[config.mk]
export PLATFORM = sky130hd
export DESIGN_NAME = mine_placer
export DESIGN_NICKNAME = d
export VERILOG_FILES = /design/src/rtl/mine_placer_pkg.sv /design/src/rtl/mine_placer.sv
export SDC_FILE = /design/constraint.sdc
export NUM_CORES = 1
export LEC_CHECK = 0
export CAP_MARGIN = 20
export CORE_MARGIN = 8
export CORE_UTILIZATION = 50
export DETAILED_ROUTE_END_ITERATION = 16
export GPL_ROUTABILITY_DRIVEN = 0
export PLACE_DENSITY = 0.68
export RECOVER_POWER = 50
export SYNTH_ARGS = -nofsm -noshare
export SYNTH_HDL_FRONTEND = slang
export SYNTH_SLANG_ARGS = --single-unit
[constraint.sdc]
create_clock -name clk -period 9.4 [get_ports clk]
set_input_delay 2.82 -clock clk [delete_from_list [all_inputs] [get_ports clk]]
set_output_delay 2.82 -clock clk [all_outputs]
set_load 0.02 [all_outputs]
[src/rtl/mine_placer_pkg.sv]
// Shared minesweeper constants, cell codes, placer state type and the
// first-click exclusion helper.
package minesweeper_pkg;

  localparam int EZ_BD_W   = 9;
  localparam int EZ_BD_H   = 9;
  localparam int EZ_MN_NUM = 10;

  localparam logic [3:0] CELL_MINE = 4'd9;
  localparam logic [3:0] CELL_FLAG = 4'd10;

  typedef enum logic [3:0] {
    ST_IDLE,
    ST_CLR,
    ST_GEN,
    ST_WT,
    ST_CHK,
    ST_WR_MINE,
    ST_NB_RD,
    ST_NB_WT,
    ST_NB_WR,
    ST_DONE
  } placer_state_t;

  function automatic logic in_excl_zone(input logic [3:0] gx, input logic [3:0] gy,
                                        input logic [3:0] ux, input logic [3:0] uy);
    logic [3:0] dx;
    logic [3:0] dy;
    dx = (gx >= ux) ? gx - ux : ux - gx;
    dy = (gy >= uy) ? gy - uy : uy - gy;
    return (dx <= 4'd1) && (dy <= 4'd1);
  endfunction

endpackage

[src/rtl/mine_placer.sv]
// Clears the board RAM, places MN_NUM mines away from the first click and
// bumps the neighbour count of every non-mine cell around each new mine.
module mine_placer
  import minesweeper_pkg::*;
#(
  parameter int BD_W   = EZ_BD_W,
  parameter int BD_H   = EZ_BD_H,
  parameter int MN_NUM = EZ_MN_NUM
) (
  input  logic        clk,
  input  logic        rst,
  input  logic        start,
  input  logic [3:0]  userx,
  input  logic [3:0]  usery,
  input  logic [15:0] rand_num,
  input  logic [3:0]  bd_rdata,
  output logic [6:0]  bd_addr,
  output logic [3:0]  bd_wdata,
  output logic        bd_wren,
  output logic        busy,
  output logic        done
);

  localparam logic [3:0]        W_LAST      = 4'(BD_W - 1);
  localparam logic [3:0]        H_LAST      = 4'(BD_H - 1);
  localparam logic signed [4:0] W_S         = 5'(BD_W);
  localparam logic signed [4:0] H_S         = 5'(BD_H);
  localparam logic [7:0]        MINES_TOTAL = 8'(MN_NUM);

  placer_state_t state, state_nx, nb_after;
  logic [3:0] ux, uy, cx, cy, gx, gy, k, k_step;
  logic [7:0] mines;
  logic [3:0] sx, sy;
  logic       sample_ok, nb_ok;
  logic signed [4:0] nx, ny;
  logic [6:0] nb_addr;
  logic       unused_rand;

  assign unused_rand = ^rand_num[15:8];

  function automatic logic [6:0] cell_addr(input logic [3:0] col, input logic [3:0] row);
    return 7'(int'(row) * BD_W + int'(col));
  endfunction

  // Neighbour advance is folded into the skip/write cycle and k=4 (the mine
  // itself) is stepped over, so a neighbour costs 3 cycles in bounds, 1 outside.
  always_comb begin
    sx        = rand_num[3:0];
    sy        = rand_num[7:4];
    sample_ok = (sx <= W_LAST) && (sy <= H_LAST) && !in_excl_zone(sx, sy, ux, uy);
    nx        = $signed({1'b0, gx}) + $signed(5'(k % 4'd3)) - 5'sd1;
    ny        = $signed({1'b0, gy}) + $signed(5'(k / 4'd3)) - 5'sd1;
    nb_ok     = (nx >= 5'sd0) && (nx < W_S) && (ny >= 5'sd0) && (ny < H_S);
    nb_addr   = cell_addr(nx[3:0], ny[3:0]);
    k_step    = (k == 4'd3) ? 4'd5 : k + 4'd1;
    if (k != 4'd8)               nb_after = ST_NB_RD;
    else if (mines == MINES_TOTAL) nb_after = ST_DONE;
    else                         nb_after = ST_GEN;
  end

  always_comb begin
    state_nx = state;
    bd_addr  = '0;
    bd_wdata = '0;
    bd_wren  = 1'b0;
    case (state)
      ST_IDLE:
        if (start && (userx <= W_LAST) && (usery <= H_LAST)) state_nx = ST_CLR;
      ST_CLR: begin
        bd_addr = cell_addr(cx, cy);
        bd_wren = 1'b1;
        if ((cx == W_LAST) && (cy == H_LAST)) state_nx = ST_GEN;
      end
      ST_GEN:
        if (sample_ok) begin
          bd_addr  = cell_addr(sx, sy);
          state_nx = ST_WT;
        end
      ST_WT: begin
        bd_addr  = cell_addr(gx, gy);
        state_nx = ST_CHK;
      end
      ST_CHK: begin
        bd_addr  = cell_addr(gx, gy);
        state_nx = (bd_rdata == CELL_MINE) ? ST_GEN : ST_WR_MINE;
      end
      ST_WR_MINE: begin
        bd_addr  = cell_addr(gx, gy);
        bd_wdata = CELL_MINE;
        bd_wren  = 1'b1;
        state_nx = ST_NB_RD;
      end
      ST_NB_RD:
        if (nb_ok) begin
          bd_addr  = nb_addr;
          state_nx = ST_NB_WT;
        end else begin
          state_nx = nb_after;
        end
      ST_NB_WT: begin
        bd_addr  = nb_addr;
        state_nx = ST_NB_WR;
      end
      ST_NB_WR: begin
        bd_addr = nb_addr;
        if (bd_rdata != CELL_MINE) begin
          bd_wren  = 1'b1;
          bd_wdata = bd_rdata + 4'd1;
        end
        state_nx = nb_after;
      end
      ST_DONE: state_nx = ST_IDLE;
      default: state_nx = ST_IDLE;
    endcase
  end

  always_ff @(posedge clk or negedge rst) begin
    if (!rst) begin
      state <= ST_IDLE;
      ux    <= '0;
      uy    <= '0;
      cx    <= '0;
      cy    <= '0;
      gx    <= '0;
      gy    <= '0;
      k     <= '0;
      mines <= '0;
    end else begin
      state <= state_nx;
      case (state)
        ST_IDLE:
          if (state_nx == ST_CLR) begin
            ux <= userx;
            uy <= usery;
            cx <= '0;
            cy <= '0;
          end
        ST_CLR:
          if (cx == W_LAST) begin
            cx <= '0;
            cy <= cy + 4'd1;
            if (cy == H_LAST) mines <= '0;
          end else begin
            cx <= cx + 4'd1;
          end
        ST_GEN:
          if (sample_ok) begin
            gx <= sx;
            gy <= sy;
          end
        ST_WR_MINE: begin
          mines <= mines + 8'd1;
          k     <= '0;
        end
        ST_NB_RD: if (!nb_ok) k <= k_step;
        ST_NB_WR: k <= k_step;
        default: ;
      endcase
    end
  end

  always_comb begin
    done = (state == ST_DONE);
    busy = (state != ST_IDLE) && (state != ST_DONE);
  end

endmodule
# --- Word level (Yosys, flattened, before mapping) ---
# Index checks and enable logic that the tools add are counted.
word_totals:
  n_memories: 0
  mem_bits_ro: 0
  regBits: 40
  mem_bits_rw: 0
  in_bits: 31
  wordCells: 119
  latch_bits: 0
  output_inout_bits: 14
classes:
  n_reduce_logical: 25
  magnitude_cmp: 12
  add_sub_neg: 17
  multipliers: 4
  bitwise: 0
  div_mod_pow: 2
  muxes: 28
  n_eq_ne: 22
  shifts: 0
op_table:
  columns: ["op", "count"]
  rows:
  - ["$mux 4", 14]
  - ["$pmux 4 s9", 1]
  - ["$pmux 7 s5", 1]
  - ["$add 7x4->7", 4]
  - ["$mul 4x4->7 const B", 4]
  - ["$pmux 4 s2", 3]
  - ["$eq 4x4->1 const B", 5]
  - ["$add 4x1->4 const B", 4]
  - ["$eq 4x3->1 const B", 4]
  - ["$le 4x4->1 const B", 4]
  - ["$mux 8", 2]
  - ["$pmux 8 s2", 1]
  - ["$sub 4x4->4", 4]
  - ["$mux 7", 2]
  - ["$eq 4x2->1 const B", 3]
  - ["$ne 4x4->1 const B", 3]
  - ["$pmux 4 s3", 1]
  - ["$add 5x5->5", 2]
  - ["$ge 5x1->1 const B", 2]
  - ["$logic_and 1x1->1", 10]
  - ["$lt 5x5->1 const B", 2]
  - ["$sub 5x2->5 const B", 2]
  - ["$add 8x1->8 const B", 1]
  - ["$eq 4x1->1 const B", 2]
  - ["other kinds (18)", 29]

# --- Longest topological paths before layout ---
# Gate-level depths: netlist of the first run.
depth:
  depth_word: 12
  ltp_mapped: 31

# --- Worst setup path after synthesis of the first run ---
# No wires, ideal clock.
synth_path:
  path_kind: "register -> output"
  start: "register k[2]"
  end: "output port bd_addr[5]"
  setup_slack_ps: 498
  path_stages_with_launch: 29
  arrival_ps: 6082
  required_ps: 6580
  path_cell_list: "dfrtp_1 -> clkbuf_1 -> clkbuf_1 -> ha_1 -> clkbuf_1 -> a21oi_1 -> o22a_1 -> nor3_2 -> xnor2_1 -> inv_1 -> ha_1 -> nor3b_1 -> inv_1 -> a221oi_1 -> a221oi_1 -> a21oi_1 -> ha_1 -> inv_1 -> ha_1 -> fa_1 -> xor2_1 -> ha_1 -> ha_1 -> ha_1 -> a21o_1 -> a21oi_1 -> xnor2_1 -> a222oi_1 -> o31ai_1"
synth_between:
  elab_chain_cells: 9
  word_cells_on_any_way: 17
synth_lines:
  columns: ["element", "line", "rtl"]
  rows:
  - ["start, declared", "mine_placer.sv:31", "logic [3:0] ux, uy, cx, cy, gx, gy, k, k_step;"]
  - ["start signal, assigned", "mine_placer.sv:155", "ST_NB_RD: if (!nb_ok) k <= k_step;"]
  - ["start signal, assigned", "mine_placer.sv:156", "ST_NB_WR: k <= k_step;"]
  - ["parallel branches: the longest is 8 deep, another holds $mul 4x4->7", null, null]
  - ["$pmux 7 s5 (*)", "mine_placer.sv:66", "case (state)"]
  - ["end, declared", "mine_placer.sv:17", "output logic [6:0] bd_addr,"]
# Every way passes the cells marked *.

# --- Worst setup path after layout of the first run ---
layout_path:
  start: "register k[1]"
  end: "output port bd_addr[1]"
# Same word-level chain as after synthesis.

==> impl_metrics.yaml, run 1 <==
sta:
  post-route-min-period_ps: 9040
  tightest_slew_ps: 2300
  whs_ps: 575
  setup_viol: 0
  max-slew-margin-rel: -0.534
  clock_skew_ps: 15.0
  hold_viol: 0
  slew_viol_final: 41
  fin_crit_sh: 0.962
  fmax_mhz: 111
setup_path:
  required_ps: 6580
  cpPeakStageDelay_ps: 410
  end_kind: "output port"
  critPathKind: "flop to output port"
  worstPathMaxFanout: 8
  cpMostUsedCell: "ha_1"
  slowest_stage: "fa_1"
  crit_path_start_kind: "flop"
  cp_data_arrival_time_ps: 6220
global_route:
  grt_overflow_total: 0
  grt_pass1_wl_mm: 21.1
  grt_usage: 0.193
  first_global_vias: 4410
  grt_start_max_net_pins: 41
  antenna_found_initial: 0
floorplan:
  core_area_sq_um: 9770
  die-width_um: 116
  io_pins: 45
  num_rows: 36
  die_area_sq_um: 13500
  initial_core_util: 0.513
  fp.dieH_um: 116
flow_run:
  drv_cap: 1
outcome:
  violations: "capacitance limit, slew limit"
  status: "complete, but fails checks"
route:
  drt_iter0_markers: 382
  via_per_inst: 5.88
  antenna_left: 0
  avgRoutedWirePerCell_um: 16.6
  routed_wl_mm: 12.8
  num_vias: 4536
  dr.pass1.iters: 7
  route.detailed.drc: 0
synth:
  synth_seq_area_share: 0.200
  synthTopCellsByArea: "ha_1 21%, dfrtp_1 20%, inv_1 5.3%, fa_1 4.0%, o21ai_0 3.7%"
  synth_edf_count: 0
  synthFlopType: "dfrtp_1"
  postSynth.asyncResetShare: 1.00
  synth.most_common_cell: "ha_1"
  synth.largest_area_cell: "ha_1"
  synth_common_cells: "86 x ha_1, 71 x inv_1, 40 x dfrtp_1"
  syn_area_per_cell_sq_um: 8.46
  syn_area_sq_um: 5020
  yosysWarningCount: 0
  syn-num-nets: 720
  synth_top_area_share: 0.215
  synth_seq_cells: 40
  synth_cell_types: 69
  synthCells: 593
place:
  hpwlAfterDp_mm: 10.2
  portBuffers: 36
  placed_area_sq_um: 5590
clock_tree:
  cts_tree: "built"
  clock-sinks: 40
  clkTransAtPathRegs_ps: 80
  cts-htree-levels: 2
  cts_hold_buffers: 0
  root_buffer: "clkbuf_8"
  clockBufferDepth: 2
  clk_latency_ps: 300
  numCtsBuffers: 5
worst_hold_path:
  hold_path.class: "flop to flop"
final_layout:
  drive_gt1_frac: 0.0876
  design_area_sq_um: 5760
  areaGrowthSynthToFinish_pct: 14.8
  diodes: 0
  fin_nets: 765
kinds of logic (layout without fill, tap and decap cells):
family | after synthesis | after routing | share of synthesized area
multiplexers | 9 | 9 | 0.0192
adder cells (fa/ha/maj) | 96 | 96 | 0.254
AND/OR/NAND/NOR | 149 | 149 | 0.155
buffers and inverters | 91 | 137 | 0.0718
flip-flops | 40 | 40 | 0.200
AO/OA/AOI/OAI | 179 | 179 | 0.249
XOR/XNOR | 29 | 29 | 0.0506
layout by cell type, fill, tap and decap left out, types with 11 or more instances in the layout:
cell type,n
o31ai_1,16
xor2_1,12
nor3_1,13
buf_4,22
a21o_1,15
a21oi_1,25
dfrtp_1,40
ha_1,83
nand3_1,11
nand2_1,38
inv_1,69
xnor2_1,15
o21ai_0,37
clkdlybuf4s50_1,28
nor2_1,28
critical path: cells and delay by family, from the launching register on:
family	cells	cell delay [ps]
AO/OA/AOI/OAI	9	1530
XOR/XNOR	2	370
adder cells (fa/ha/maj)	6	1500
buffers and inverters	7	1060
flip-flops	1	380
multiplexers	2	470
AND/OR/NAND/NOR	5	620
worst paths after layout:
kind / slack (ps) / end / start / depth (start not counted)
min in group asynchronous: 3200 / gx[3] / rst / 1
min: 570 / cx[2] / cx[2] / 1
max in group asynchronous: 4880 / ux[3] / rst / 1
max: 360 / bd_addr[1] / k[1] / 31
max reg2reg: 3540 / k[3] / k[1] / 29
min reg2reg: 570 / cx[2] / cx[2] / 1
state kept, by name, summed over array words and instances (netlist names):
register / flops
cx: 4
state: 4
gx: 4
mines: 8
gy: 4
cy: 4
uy: 4
ux: 4
k: 4
metrics by stage:
stage / setup slack [ps] / utilization / cells / TNS (ps)
2_1_floorplan: 498 / - / 593 / 0
3_3_place_gp: 137 / 0.572 / 762 / 0
3_5_place_dp: 66.2 / 0.572 / 762 / 0
4_1_cts: 60.2 / 0.582 / 770 / 0
5_1_grt: -42.4 / 0.589 / 772 / -175
6_report: 356 / 0.589 / 772 / 0
cell type report:
| cell class | count | area, sq um |
|---|---|---|
| fill | 893 | 4010 |
| multi-input combinational | 462 | 3710 |
| sequential | 40 | 1000 |
| timing repair buffer | 58 | 512 |
| inverter | 71 | 267 |
| tap | 133 | 166 |
| clock buffer | 6 | 72.6 |
| clock inverter | 2 | 35.0 |
layer usage:
layer,wire length [um],track usage,vias up,part of all wire
li1,-,-,2254,-
met1,6160,0.255,2193,0.48
met2,6110,0.325,75,0.48
met3,347,0.0233,14,0.027
met4,178,0.0501,0,0.014
met5,0,0,-,0
what timing repair did:
| item | 4_1_cts | 5_1_grt |
|---|---|---|
| gates resized for setup | 7 | 14 |
| setup endpoints to repair | 7 | 7 |
| buffers inserted | 0 | 2 |
| pin swaps | 0 | 2 |
Power of run 1 is left out: the tool's default activity adds up to more than one toggle a clock period on the data nets, which glitch-free logic cannot reach.
==> run 2: changes to the inputs <==
Settings changed: CORE_ASPECT_RATIO from default to 1.25, SKIP_CTS_REPAIR_TIMING from default to 1.
==> run 2 against run 1 <==
  * The run still ends with capacitance limit, slew limit left
  * Clock skew is 9.5 ps lower
  * First-iteration DRC count is 51% lower
  * Critical path depth is 1 higher
  * Hold slack worse by 8.1 ps
  * Critical endpoint is now bd_addr[0]
  * Via count is 0.60% higher
  * Sequential cell count stayed put
  * Die area is 0.15% higher
  * Critical path type unchanged
  * Non-clock buffer count is 1 lower
  * Routed wire length is 1.8% lower
  * Sequential share of layout area is 0.18 points lower
==> impl_metrics.yaml, run 2 (synthesis results as in run 1) <==
final_layout:
  fillCellCount: 928
  fin_nets: 764
  design_area_sq_um: 5820
  final_common_cell: "ha_1"
  final_cell_mix: "83 x ha_1, 70 x inv_1, 40 x dfrtp_1"
  final_cells: 767
  largest_register: "mines"
  largest_register_ffs: 8
  drive_gt1_frac: 0.0925
  areaGrowthSynthToFinish_pct: 16.0
  diodes: 0
setup_path:
  worstPathMaxFanout: 7
  cpPeakStageDelay_ps: 380
  end_kind: "output port"
  required_ps: 6580
  cp_data_arrival_time_ps: 6100
  crit_path_start_kind: "flop"
  critPathKind: "flop to output port"
  slowest_stage: "dfrtp_1"
floorplan:
  io_pins: 45
  core_area_sq_um: 9950
  initial_core_util: 0.504
  die_area_sq_um: 13500
  fp.dieH_um: 128
  num_rows: 41
  die-width_um: 106
global_route:
  grt_pass1_wl_mm: 21.2
  grt_usage: 0.187
  antenna_found_initial: 0
  first_global_vias: 4630
  grt_overflow_total: 0
  grt_use_met2: 0.340
  grt_util_met1: 0.221
  busiest_layer: "met2"
  grtUsageMet3: 0.0282
  grt_start_max_net_pins: 41
sta:
  final.setup.worst_slack_ps: 477
  slew_viol_final: 41
  rsz0062_at_grt: "no"
  hold_viol: 0
  clock_skew_ps: 5.55
  post-route-min-period_ps: 8920
  max-slew-margin-rel: -0.559
  setup_viol: 0
  fmax_mhz: 112
  tightest_slew_ps: 2340
  fin_crit_sh: 0.949
place:
  dp.cells: 757
  placed_area_sq_um: 5580
  portBuffers: 36
  hpwlAfterDp_mm: 10.1
  post-place-ws_ps: 48.0
route:
  routed_wl_mm: 12.6
  antenna_left: 0
  num_vias: 4563
  route.detailed.drc: 0
  drt_iter0_markers: 186
  avgRoutedWirePerCell_um: 16.4
  via_per_inst: 5.95
  dr.pass1.iters: 5
clock_tree:
  numCtsBuffers: 5
  clock-sinks: 40
  clockBufferDepth: 2
  cts-htree-levels: 2
  root_buffer: "clkbuf_16"
  clkTransAtPathRegs_ps: 70
  cts_tree: "built"
  clk_latency_ps: 290
flow_run:
  drv_cap: 1
outcome:
  status: "complete, but fails checks"
  violations: "capacitance limit, slew limit"
worst_hold_path:
  hold_path.class: "flop to flop"
run 2: changes by cell type in the layout (fill, tap and decap cells not counted), moves of 3 or more:
cell / change
clkbuf_16: +5
dlymetal6s2s_1: +4
dlygate4sd2_1: -6
clkbuf_8: -5
clkbuf_2: +3
run 2: final cells by class:
class	count	area, sq um	area share
flip-flops and latches	40	1000	0.172
multi-input cells	462	3710	0.638
clock inverters	3	46.3	0.00795
repair buffers	57	507	0.0871
well taps	129	161	0.0277
clock buffers	5	125	0.0215
inverters	71	267	0.0458
run 2: worst paths after layout:
path / from / end / slack, ps / cells after the start
max: k[1] / bd_addr[0] / 480 / 32
max reg2reg: k[1] / k[3] / 3510 / 30
min: uy[3] / uy[3] / 570 / 2
max in group asynchronous: rst / ux[1] / 4840 / 1
min in group asynchronous: rst / mines[1] / 3230 / 1
min reg2reg: uy[3] / uy[3] / 570 / 2
run 2: worst max-delay path: cells and delay by family (launching register included):
| family | cells | cell delay [ps] |
|---|---|---|
| and+or+nand+nor | 5 | 640 |
| muxes | 2 | 460 |
| DFF | 1 | 380 |
| xor gates and xnor gates | 2 | 220 |
| adders and majority gates | 5 | 1180 |
| buffers and inverters | 6 | 950 |
| AOI/OAI and AO/OA | 12 | 1960 |
run 2: through the flow:
stage | setup TNS (ps) | hold slack (ps) | util
after floorplan | 0 | 488 | -
after global placement | 0 | 535 | 0.561
after detailed placement | 0 | 557 | 0.561
after CTS | -2000 | 571 | 0.578
after global routing | 0 | 593 | 0.585
final | 0 | 566 | 0.585
run 2: metal layers:
| layer | vias up | routed length (um) | part of all wire |
|---|---|---|---|
| met3 | 12 | 529 | 0.042 |
| met1 | 2195 | 5490 | 0.44 |
| met5 | - | 0 | 0 |
| met2 | 100 | 6330 | 0.50 |
| li1 | 2256 | - | - |
| met4 | 0 | 218 | 0.017 |
Power of run 2 is left out for the same reason.
==> run 3: changes to the inputs <==
Settings changed: CORE_MARGIN 8 to 2, PLACE_DENSITY 0.68 to 0.79.
==> run 3 against run 2 <==
  * The flow still finishes with violations (capacitance limit, slew limit)
  * Cell area rose by 0.32%
  * Fmax fell by 1.8%
  * Setup slack got worse by 170 ps
  * Utilization rose by 1.7 points
  * Cell count fell by 0.52%
  * Clock skew rose by 1.2 ps
  * Register-to-register slack got worse by 130 ps
  * Sequential share of layout area fell by 0.055 points
  * First-iteration DRC count rose by 19%
  * Via count rose by 3.1%
  * Critical endpoint is now bd_addr[6]
  * Highest routed layer unchanged
==> impl_metrics.yaml, run 3 (synthesis results as in run 1) <==
outcome:
  status: "complete, but fails checks"
  violations: "capacitance limit, slew limit"
global_route:
  grt_start_max_net_pins: 41
  grt_pass1_wl_mm: 21.6
  first_global_vias: 4767
  antenna_found_initial: 0
  grt_overflow_total: 0
  grt_usage: 0.249
floorplan:
  fp.dieH_um: 116
  num_rows: 40
  initial_core_util: 0.517
  die-width_um: 93.6
  die_area_sq_um: 10900
  core_area_sq_um: 9710
  io_pins: 45
clock_tree:
  clock-sinks: 40
  clk_latency_ps: 280
  clockBufferDepth: 2
  cts_tree: "built"
  clkTransAtPathRegs_ps: 60
  numCtsBuffers: 5
  root_buffer: "clkbuf_16"
  cts-htree-levels: 2
setup_path:
  cpPeakStageDelay_ps: 400
  critPathKind: "flop to output port"
  crit_family: "adder cells"
  worstPathMaxFanout: 8
  r2r_end: "k[3]"
  slowest_stage: "or4_1"
  cp_data_arrival_time_ps: 6270
  reg2regPathDepth: 29
  rrSetupSlack_ps: 3380
  crit_path_start_kind: "flop"
  path_buf_inv: 6
  end_kind: "output port"
  cpMostUsedCell: "ha_1"
  required_ps: 6580
  regToRegStartpoint: "k[1]"
final_layout:
  areaGrowthSynthToFinish_pct: 16.4
  largest_register_ffs: 8
  largest_register: "mines"
  fillCellCount: 832
  design_area_sq_um: 5840
  final_util: 0.601
  final_common_cell: "ha_1"
  drive_gt1_frac: 0.0911
  fin_nets: 764
  diodes: 0
  final_cell_mix: "83 x ha_1, 69 x inv_1, 40 x dfrtp_1"
route:
  dr.pass1.iters: 5
  via_per_inst: 6.16
  drt_iter0_markers: 221
  avgRoutedWirePerCell_um: 17.0
  route.detailed.drc: 0
  routed_wl_mm: 12.9
  antenna_left: 0
  num_vias: 4703
sta:
  fin_crit_sh: 0.967
  setup_viol: 0
  max-slew-margin-rel: -0.509
  tightest_slew_ps: 2260
  setup_tns_ps: 0
  hold_viol: 0
  fmax_mhz: 110
  clock_skew_ps: 6.80
  post-route-min-period_ps: 9090
  slew_viol_final: 41
place:
  hpwlAfterDp_mm: 10.3
  placed_area_sq_um: 5570
  portBuffers: 36
worst_hold_path:
  holdPathEnd: "ux[3]"
  min-delay-start: "ux[3]"
  hold_path.class: "flop to flop"
  min_path_cells: 2
flow_run:
  drv_cap: 1
==> run 3: per-layer routing <==
layer / track usage / wire [um] / vias to the layer above
li1: - / - / 2253
met1: 0.265 / 5000 / 2243
met2: 0.471 / 6670 / 161
met3: 0.0332 / 582 / 46
met4: 0.131 / 688 / 0
met5: 0 / 0 / -
==> run 3: worst max path at each step <==
stage | cells after the start | from | end | slack, ps
after floorplan | 28 | k[2] | bd_addr[5] | 500
after global placement | 12 | rand_num[4] | bd_addr[4] | 110
after detailed placement | 32 | k[0] | bd_addr[1] | 4
after CTS | 32 | k[0] | bd_addr[1] | -420
after global routing | 32 | k[1] | bd_addr[1] | -10
final | 27 | k[1] | bd_addr[6] | 310
==> run 3: area by class of cell <==
type	count	area [sq um]	area share
clock buffers	5	125	0.0214
flip-flops and latches	40	1000	0.171
clock inverters	2	60.1	0.0103
multi-input cells	462	3710	0.636
well taps	126	158	0.0270
repair buffers	57	514	0.0881
inverters	71	267	0.0456
==> run 3: metrics by stage <==
stage	setup slack (ps)	hold slack, ps	cells
after CTS	-421	553	760
final	310	544	763
after floorplan	498	488	593
after global routing	-10.9	560	763
after detailed placement	3.52	534	753
after global placement	115	533	753
==> run 3: tightest hold or removal path, cell delays in order (launching register included) <==
cell,delay [ps]
dfrtp_1,320
inv_1,50
o21ai_0,140
Power of run 3 is left out for the same reason.
